### src/rtl/mem_bridge_if.sv
`default_nettype none
// ----------------------------------------------------------------------------
// Module : mem_bridge_if
// Brief  : CPU request/response channel and two-phase bus signals of mem_bridge.
// Rev    : 1.0
// ----------------------------------------------------------------------------
interface mem_bridge_if;
    logic        req_valid;
    logic        req_ready;
    logic        req_we;
    logic [1:0]  req_size;
    logic        req_signed;
    logic [31:0] req_addr;
    logic [31:0] req_wdata;
    logic        resp_valid;
    logic [31:0] resp_rdata;
    logic        resp_err;
    logic        bus_rw;
    logic [31:0] bus_addr;
    logic [31:0] bus_wdata;
    logic [31:0] bus_rdata;

    // Bridge side.
    modport slave (
        input  req_valid, req_we, req_size, req_signed, req_addr, req_wdata, bus_rdata,
        output req_ready, resp_valid, resp_rdata, resp_err, bus_rw, bus_addr, bus_wdata
    );

    // CPU and bus-memory side.
    modport master (
        output req_valid, req_we, req_size, req_signed, req_addr, req_wdata, bus_rdata,
        input  req_ready, resp_valid, resp_rdata, resp_err, bus_rw, bus_addr, bus_wdata
    );
endinterface
`default_nettype wire

### src/rtl/mem_bridge.sv
`default_nettype none
// ----------------------------------------------------------------------------
// Module : mem_bridge
// Brief  : CPU load/store to two-phase word bus bridge; define MEM_BRIDGE_RMW_EN
//          to turn byte/half stores into read-modify-write sequences.
// Rev    : 1.0
// ----------------------------------------------------------------------------
module mem_bridge #(
    parameter logic [11:0] DRAM_HI = 12'h001
) (
    input  logic        sck,
    input  logic        rst,
    mem_bridge_if.slave io
);
    typedef enum logic [2:0] {
        IDLE  = 3'd0,
        ALIGN = 3'd1,
        X0    = 3'd2,
        X1    = 3'd3,
        RESP  = 3'd4
`ifdef MEM_BRIDGE_RMW_EN
        , RD0 = 3'd5,
        RD1   = 3'd6
`endif
    } state_t;

    state_t      state_q;
    logic        phase_q;
    logic        we_q;
    logic        signed_q;
    logic [1:0]  size_q;
    logic [31:0] addr_q;
    logic [31:0] wdata_q;
    logic        resp_valid_q;
    logic        resp_err_q;
    logic [31:0] resp_rdata_q;
    logic        bus_rw_q;
    logic [31:0] bus_addr_q;
    logic [31:0] bus_wdata_q;

    logic        w_illegal;
    logic        w_start;
    logic        w_start_we;
    logic        w_start_rmw;
    logic [31:0] w_start_addr;
    logic [31:0] w_start_wdata;
    logic [7:0]  w_byte;
    logic [15:0] w_half;
    logic [31:0] load_d;
`ifdef MEM_BRIDGE_RMW_EN
    logic [1:0]  w_start_size;
    logic [31:0] w_mask;
    logic [31:0] merge_d;
`endif

    always_comb begin
        w_illegal = (io.req_addr[31:20] != DRAM_HI)
                 || (io.req_size == 2'b11)
                 || (io.req_size == 2'b01 && io.req_addr[0])
                 || (io.req_size == 2'b10 && io.req_addr[1:0] != 2'b00);
`ifndef MEM_BRIDGE_RMW_EN
        if (io.req_we && io.req_size != 2'b10) begin
            w_illegal = 1'b1;
        end
`endif
    end

    // The bus sequence starts straight from IDLE when the next cycle is phase 0,
    // otherwise from ALIGN using the latched request.
    always_comb begin
        w_start_we    = (state_q == IDLE) ? io.req_we    : we_q;
        w_start_addr  = (state_q == IDLE) ? io.req_addr  : addr_q;
        w_start_wdata = (state_q == IDLE) ? io.req_wdata : wdata_q;
        w_start       = (state_q == ALIGN)
                     || (state_q == IDLE && io.req_valid && !w_illegal && phase_q);
        w_start_rmw   = 1'b0;
`ifdef MEM_BRIDGE_RMW_EN
        w_start_size  = (state_q == IDLE) ? io.req_size : size_q;
        w_start_rmw   = w_start_we && (w_start_size != 2'b10);
`endif
    end

    always_comb begin
        w_byte = io.bus_rdata[{addr_q[1:0], 3'b000} +: 8];
        w_half = io.bus_rdata[{addr_q[1], 4'b0000} +: 16];
        case (size_q)
            2'b00:   load_d = {{24{signed_q & w_byte[7]}}, w_byte};
            2'b01:   load_d = {{16{signed_q & w_half[15]}}, w_half};
            default: load_d = io.bus_rdata;
        endcase
`ifdef MEM_BRIDGE_RMW_EN
        w_mask  = (size_q == 2'b00) ? 32'h0000_00FF : 32'h0000_FFFF;
        merge_d = (io.bus_rdata & ~(w_mask << {addr_q[1:0], 3'b000}))
                | ((wdata_q & w_mask) << {addr_q[1:0], 3'b000});
`endif
    end

    always_ff @(posedge sck or posedge rst) begin
        if (rst) begin
            state_q      <= IDLE;
            phase_q      <= 1'b0;
            we_q         <= 1'b0;
            signed_q     <= 1'b0;
            size_q       <= 2'b00;
            addr_q       <= 32'h0;
            wdata_q      <= 32'h0;
            resp_valid_q <= 1'b0;
            resp_err_q   <= 1'b0;
            resp_rdata_q <= 32'h0;
            bus_rw_q     <= 1'b0;
            bus_addr_q   <= 32'h0;
            bus_wdata_q  <= 32'h0;
        end else begin
            phase_q      <= ~phase_q;
            resp_valid_q <= 1'b0;
            resp_err_q   <= 1'b0;
            case (state_q)
                IDLE: begin
                    if (io.req_valid) begin
                        we_q     <= io.req_we;
                        signed_q <= io.req_signed;
                        size_q   <= io.req_size;
                        addr_q   <= io.req_addr;
                        wdata_q  <= io.req_wdata;
                        if (w_illegal) begin
                            state_q      <= RESP;
                            resp_valid_q <= 1'b1;
                            resp_err_q   <= 1'b1;
                            resp_rdata_q <= 32'h0;
                        end else if (!phase_q) begin
                            state_q <= ALIGN;
                        end
                    end
                end
                X0: state_q <= X1;
                X1: begin
                    state_q      <= RESP;
                    bus_rw_q     <= 1'b0;
                    resp_valid_q <= 1'b1;
                    resp_rdata_q <= we_q ? 32'h0 : load_d;
                end
`ifdef MEM_BRIDGE_RMW_EN
                RD0: state_q <= RD1;
                RD1: begin
                    state_q     <= X0;
                    bus_rw_q    <= 1'b1;
                    bus_wdata_q <= merge_d;
                end
`endif
                RESP: state_q <= IDLE;
                default: ;
            endcase
            if (w_start) begin
                bus_addr_q <= {w_start_addr[31:2], 2'b00};
                bus_rw_q   <= w_start_we && !w_start_rmw;
                if (w_start_we && !w_start_rmw) begin
                    bus_wdata_q <= w_start_wdata;
                end
                state_q <= X0;
`ifdef MEM_BRIDGE_RMW_EN
                if (w_start_rmw) begin
                    state_q <= RD0;
                end
`endif
            end
        end
    end

    assign io.req_ready  = (state_q == IDLE) && !rst;
    assign io.resp_valid = resp_valid_q;
    assign io.resp_err   = resp_err_q;
    assign io.resp_rdata = resp_rdata_q;
    assign io.bus_rw     = bus_rw_q;
    assign io.bus_addr   = bus_addr_q;
    assign io.bus_wdata  = bus_wdata_q;
endmodule
`default_nettype wire

### src/flat_wrapper.sv
// flat-port wrapper written by rule: the top's interface ports become plain ports
module mem_bridge_flat 
#(
    parameter logic [11:0] DRAM_HI = 12'h001
)
  (sck, rst, io_req_valid, io_req_we, io_req_size, io_req_signed, io_req_addr, io_req_wdata, io_bus_rdata, io_req_ready, io_resp_valid, io_resp_rdata, io_resp_err, io_bus_rw, io_bus_addr, io_bus_wdata);
  mem_bridge_if io_i ();
  input  logic sck;
  input  logic rst;
  input wire logic [$bits(io_i.req_valid)-1:0] io_req_valid;
  input wire logic [$bits(io_i.req_we)-1:0] io_req_we;
  input wire logic [$bits(io_i.req_size)-1:0] io_req_size;
  input wire logic [$bits(io_i.req_signed)-1:0] io_req_signed;
  input wire logic [$bits(io_i.req_addr)-1:0] io_req_addr;
  input wire logic [$bits(io_i.req_wdata)-1:0] io_req_wdata;
  input wire logic [$bits(io_i.bus_rdata)-1:0] io_bus_rdata;
  output wire logic [$bits(io_i.req_ready)-1:0] io_req_ready;
  output wire logic [$bits(io_i.resp_valid)-1:0] io_resp_valid;
  output wire logic [$bits(io_i.resp_rdata)-1:0] io_resp_rdata;
  output wire logic [$bits(io_i.resp_err)-1:0] io_resp_err;
  output wire logic [$bits(io_i.bus_rw)-1:0] io_bus_rw;
  output wire logic [$bits(io_i.bus_addr)-1:0] io_bus_addr;
  output wire logic [$bits(io_i.bus_wdata)-1:0] io_bus_wdata;
  assign io_i.req_valid = io_req_valid;
  assign io_i.req_we = io_req_we;
  assign io_i.req_size = io_req_size;
  assign io_i.req_signed = io_req_signed;
  assign io_i.req_addr = io_req_addr;
  assign io_i.req_wdata = io_req_wdata;
  assign io_i.bus_rdata = io_bus_rdata;
  assign io_req_ready = io_i.req_ready;
  assign io_resp_valid = io_i.resp_valid;
  assign io_resp_rdata = io_i.resp_rdata;
  assign io_resp_err = io_i.resp_err;
  assign io_bus_rw = io_i.bus_rw;
  assign io_bus_addr = io_i.bus_addr;
  assign io_bus_wdata = io_i.bus_wdata;
  mem_bridge #(.DRAM_HI(DRAM_HI)) u_core (.sck(sck), .rst(rst), .io(io_i));
endmodule
### config.mk
export PLATFORM = sky130hd
export DESIGN_NAME = mem_bridge_flat
export DESIGN_NICKNAME = d
export VERILOG_FILES = /design/src/rtl/mem_bridge_if.sv /design/src/rtl/mem_bridge.sv /design/src/flat_wrapper.sv
export SDC_FILE = /design/constraint.sdc
export NUM_CORES = 1
export LEC_CHECK = 0
export ABC_AREA = 0
export BUFFER_PORTS_ARGS = -buffer_cell sky130_fd_sc_hd__buf_2
export CORE_MARGIN = 2
export CORE_UTILIZATION = 26
export DETAILED_ROUTE_END_ITERATION = 16
export PLACE_DENSITY = 0.54
export REMOVE_ABC_BUFFERS = 1
export SETUP_SLACK_MARGIN = 0.1
export SLEW_MARGIN = 20
export SYNTH_ARGS = -nofsm -noshare
export SYNTH_HDL_FRONTEND = slang
export SYNTH_SLANG_ARGS = --single-unit
### constraint.sdc
create_clock -name sck -period 10.9 [get_ports sck]
set_input_delay 1.09 -clock sck [delete_from_list [all_inputs] [get_ports sck]]
set_output_delay 1.09 -clock sck [all_outputs]
set_load 0.005 [all_outputs]
### Yosys cells after proc, flatten, opt, wreduce, memory -nomap -nowiden

Cells that the tools add are included.

* input bits: 103
* flip-flop bits (word level): 169

* bitwise operators: 3
* eq/ne operators: 14
* shift operators: 2
* reduce and logical (&&, ||, !) cells: 23
* multiplexer cells: 20

Operators by type and width (count)
* $mux W32: 5
* $pmux W32 S2: 2
* $shiftx A32 B6 Y16: 1
* $shiftx A32 B6 Y8: 1
* $mux W3: 4
* $ne A12 B1 Y1 const B: 1
* $pmux W3 S4: 1
* $logic_and A1 B1 Y1: 7
* $mux W1: 7
* $eq A3 B2 Y1 const B: 2
* $reduce_and A3 Y1: 2
* $reduce_bool A2 Y1: 3
* $reduce_bool A5 Y1: 1
* $eq A2 B1 Y1 const B: 2
* $eq A2 B2 Y1 const B: 2
* $logic_or A1 B1 Y1: 4
* $ne A2 B2 Y1 const B: 2
* $ne A4 B4 Y1 const B: 1
* $reduce_and A2 Y1: 2
* $eq A3 B1 Y1 const B: 1
* $eq A3 B3 Y1 const B: 1
* $logic_not A3 Y1: 1
* $ne A3 B2 Y1 const B: 1
* $and A1 B1 Y1: 2
* other kinds (5): 6

### Logic depth before layout (Yosys ltp)

* depth in word-level cells: 11
* depth in mapped cells: 10

### Least setup slack after synthesis

OpenSTA, ideal clock, no wires.

* kind: input port to flip-flop
* start point: in io_req_addr[24]
* end point: reg u_core.bus_wdata_q[0], in the netlist u_core.io.bus_wdata[0]
* path slack: 8290 ps
* stages on the path: 7
* path buffers: 2
* data required time: 10763 ps
* arrival: 2473 ps
* cell sequence: nor4b_1 -> o2111ai_1 -> o21ai_1 -> and2_1 -> clkbuf_1 -> clkbuf_1 -> a21oi_1

* word-level cells in the longest chain between the ends: 10

RTL lines
* start: declaration: RTL line flat_wrapper.sv:14 `input wire logic [$bits(io_i.req_addr)-1:0] io_req_addr;`
* $ne A12 B1 Y1: RTL line mem_bridge.sv:57 `w_illegal = (io.req_addr[31:20] != DRAM_HI)`
* $logic_or A1 B1 Y1: RTL line mem_bridge.sv:58 `|| (io.req_size == 2'b11)`
* $logic_or A1 B1 Y1: RTL line mem_bridge.sv:59 `|| (io.req_size == 2'b01 && io.req_addr[0])`
* $logic_or A1 B1 Y1: RTL line mem_bridge.sv:60 `|| (io.req_size == 2'b10 && io.req_addr[1:0] != 2'b00);`
* $mux W1: RTL line mem_bridge.sv:62 `if (io.req_we && io.req_size != 2'b10) begin`
* $logic_not A1 Y1: RTL line mem_bridge.sv:75 `|| (state_q == IDLE && io.req_valid && !w_illegal && phase_q);`
* $logic_and A1 B1 Y1 (2 in series): RTL line mem_bridge.sv:75
* $logic_or A1 B1 Y1: RTL line mem_bridge.sv:75
* $reduce_and A2 Y1 (no source line)
* end signal: assignment: RTL line mem_bridge.sv:157 `bus_wdata_q <= w_start_wdata;`
* end: declaration: RTL line mem_bridge.sv:39 `logic [31:0] bus_wdata_q;`

Every way passes these cells.
A chain may end at the register's enable or synchronous reset.

### Worst setup path in the final report

* start point: in io_req_addr[24]
* end point: reg u_core.bus_wdata_q[7], in the netlist u_core.io.bus_wdata[7]

The elaborated chain is that of the path after synthesis.

==> impl_metrics.py <==
metrics = {
    "status": {
        "status": "finished clean",
    },
    "critical_path": {
        "crit_path_cell_trace": "buf_2 > nor4b_1 > o2111ai_1 > o21ai_4 > buf_4 > a21oi_1 > a21oi_1",
        "critPathRequiredTime_ps": 11240,
        "critPathMaxFanout": 93,
        "rrSetupSlack_ps": 7970,
        "critical-path-max-stage-delay_ps": 830,
        "start_kind": "primary input",
        "critPathArrivalTime_ps": 3590,
        "crit_family": "buffers and inverters",
        "path_class": "primary input to flip-flop",
        "cp_slowest_cell": "buf_4",
        "end_kind": "flip-flop",
        "critical_path_buf_inv_count": 2,
        "path_common_cell": "a21oi_1",
    },
    "clock_network": {
        "max-clock-path-buffers": 2,
        "numCtsBuffers": 17,
        "cts_root_buffer": "clkbuf_16",
        "tritoncts": "built",
        "clkSinkCount": 169,
        "clk_latency_ps": 420,
        "ctsHoldBuffers": 0,
        "cts_resized": 0,
        "cts_max_level": 4,
        "clk_pin_slew_ps": 60,
        "post_cts.repair.setup_buffers": 0,
    },
    "sta": {
        "hold_violations": 0,
        "fmax_ghz": 0.308,
        "finalCriticalPeriod_ps": 3250,
        "slew_violations": 0,
        "relSlewSlack_pct": 29.7,
        "clock_skew_ps": 8.71,
        "period_share_pct": 29.8,
        "setup_tns_ps": 0,
        "tightest_slew_ps": 1050,
        "rsz0062_at_grt": "no",
        "setup_violations": 0,
    },
    "placed_design": {
        "globalplace.congestion": 0.737,
        "port_buffers": 200,
        "dpl.hpwl_um": 13600,
        "placed_cell_area_mm2": 0.00874,
    },
    "yosys": {
        "synth.distinct_cells": 37,
        "syn_area_mm2": 0.00744,
        "synth_most_common_cell": "nand2_1",
        "yosys_warnings": 0,
        "ys.flop_type": "dfrtp_1",
        "ys_top_cells_by_count": "nand2_1, dfrtp_1, a21oi_1",
        "syn_inst": 747,
        "seq_area_frac_synth_pct": 56.9,
        "synth_top_area_share_pct": 56.9,
        "syn_area_per_cell_um2": 9.96,
        "yosys.area.top_type": "dfrtp_1",
        "async_flop_share_pct": 100,
        "synthTopCellsByArea": "dfrtp_1, nand2_1, mux2i_1, a21oi_1, a221o_1",
        "synth_edf_count": 0,
        "ys_seq_elements": 169,
    },
    "global_route": {
        "grt_pass1_vias": 6019,
        "grt_pass1_wl_um": 34600,
        "grt.overflow.total": 0,
        "antenna_found_initial": 4,
        "track_usage_pct": 14.6,
        "grt_max_degree": 112,
    },
    "power_and_ir_drop": {
        "leakage_nw": 4.71,
        "ir_drop_v": 0.0000996,
        "power.total_mw": 1.33,
        "p_per_area_mw_per_mm2": 142,
    },
    "run": {
        "drv_cap": 0,
    },
    "routing": {
        "vias_per_cell": 4.60,
        "drc": 0,
        "finalWirelength_um": 21700,
        "routed-via-count": 6034,
        "dr.first_iter.drc_count": 351,
        "first_pass_iters": 4,
        "drtAntennaViolNets": 0,
        "avgRoutedWirePerCell_um": 16.5,
    },
    "floorplanning": {
        "rows": 61,
        "dieArea_mm2": 0.0300,
        "start_util_pct": 26.6,
        "core_region_area_mm2": 0.0280,
        "dieWidth_um": 173,
        "boundaryPins": 203,
        "die_h_um": 173,
    },
    "finish": {
        "final_net_count": 1023,
        "drive_gt1_share_pct": 26.7,
        "area_growth_pct": 26.0,
        "final_cell_area_mm2": 0.00937,
    },
    "worst_hold_path": {
        "hold_path.class": "flip-flop to flip-flop",
    },
}
[registers in the layout, indices dropped and copies added, names as in the netlist]
signal and cells:
u_core.size_q 2, u_core.io.bus_wdata 32, u_core.io.resp_rdata 32, u_core.io.resp_valid 1, u_core.addr_q 32, u_core.state_q 3
u_core.wdata_q 32, u_core.signed_q 1, u_core.phase_q 1, u_core.io.resp_err 1, u_core.io.bus_addr 30, u_core.io.bus_rw 1
u_core.we_q 1
[final timing paths]
check,from,endpoint,depth (start not counted)
hold / removal,u_core.addr_q[3]$_DFFE_PP0P_,u_core.addr_q[3]$_DFFE_PP0P_,2
min in group asynchronous,rst,u_core.state_q[2]$_DFFE_PP0P_,2
setup reg to reg,u_core.addr_q[1]$_DFFE_PP0P_,u_core.io.resp_rdata[14]$_DFFE_PP0P_,4
max in group asynchronous,rst,u_core.io.bus_addr[9]$_DFFE_PP0P_,3
hold reg to reg,u_core.addr_q[3]$_DFFE_PP0P_,u_core.addr_q[3]$_DFFE_PP0P_,2
setup / recovery,io_req_addr[24],u_core.io.bus_wdata[7]$_DFFE_PP0P_,7
[worst min-delay path, cell delays in order, from the launching register on]
cell and delay, ps:
dfrtp_1 340, nand2_1 50, nand2_1 60
[per-stage QoR]
stage / setup WS, ps / cells / util, % / hold slack [ps]
4_1_cts: 7630 / 1311 / 33.4 / 478
3_5_place_dp: 7150 / 1279 / 31.2 / 461
5_1_grt: 7380 / 1312 / 33.4 / 493
2_1_floorplan: 3570 / 693 / - / 432
3_3_place_gp: 7170 / 1279 / 31.2 / 455
6_report: 7650 / 1313 / 33.4 / 474
[cell type report]
| type | count | area, um2 |
|---|---|---|
| timing repair buffer | 208 | 1060 |
| fill | 2938 | 18600 |
| clock buffer | 19 | 453 |
| sequential | 169 | 4230 |
| multi-input combinational | 514 | 2930 |
| antenna | 2 | 5.00 |
| tap | 378 | 473 |
| inverter | 10 | 45.0 |
| clock inverter | 13 | 169 |
[kinds of logic after synthesis]
group	Yosys count	synth area share (%)
other cells	1	0.0504
flops	169	56.9
mux	78	10.7
buf+inv	65	3.94
compound gates	167	14.0
simple gates	266	14.3
xor+xnor	1	0.118
[power breakdown]
part | switching (mW) | total [mW] | internal [mW]
clock network | 0.272 | 0.647 | 0.375
logic | 0.0301 | 0.0498 | 0.0196
registers | 0.000735 | 0.629 | 0.628
[cells in the final DEF, fill, tap and decap left out, types with 9 or more instances in the layout]
master,instances
a21oi_1,105
nor2_1,36
inv_1,9
nand2_1,205
dfrtp_1,169
mux2i_1,76
o21ai_0,12
a221o_1,17
buf_2,200
clkbuf_16,17
[metal layers]
metal | GRT usage (%) | share of wire [%] | wire (um) | up-vias
met5 | 0 | 0.12 | 27 | -
met4 | 3.95 | 1.2 | 269 | 4
met3 | 4.79 | 6.8 | 1480 | 17
met2 | 22.1 | 44 | 9630 | 183
met1 | 20.0 | 47 | 10300 | 2934
li1 | - | - | - | 2896
Note: power is estimated with default switching activity, not from simulation.
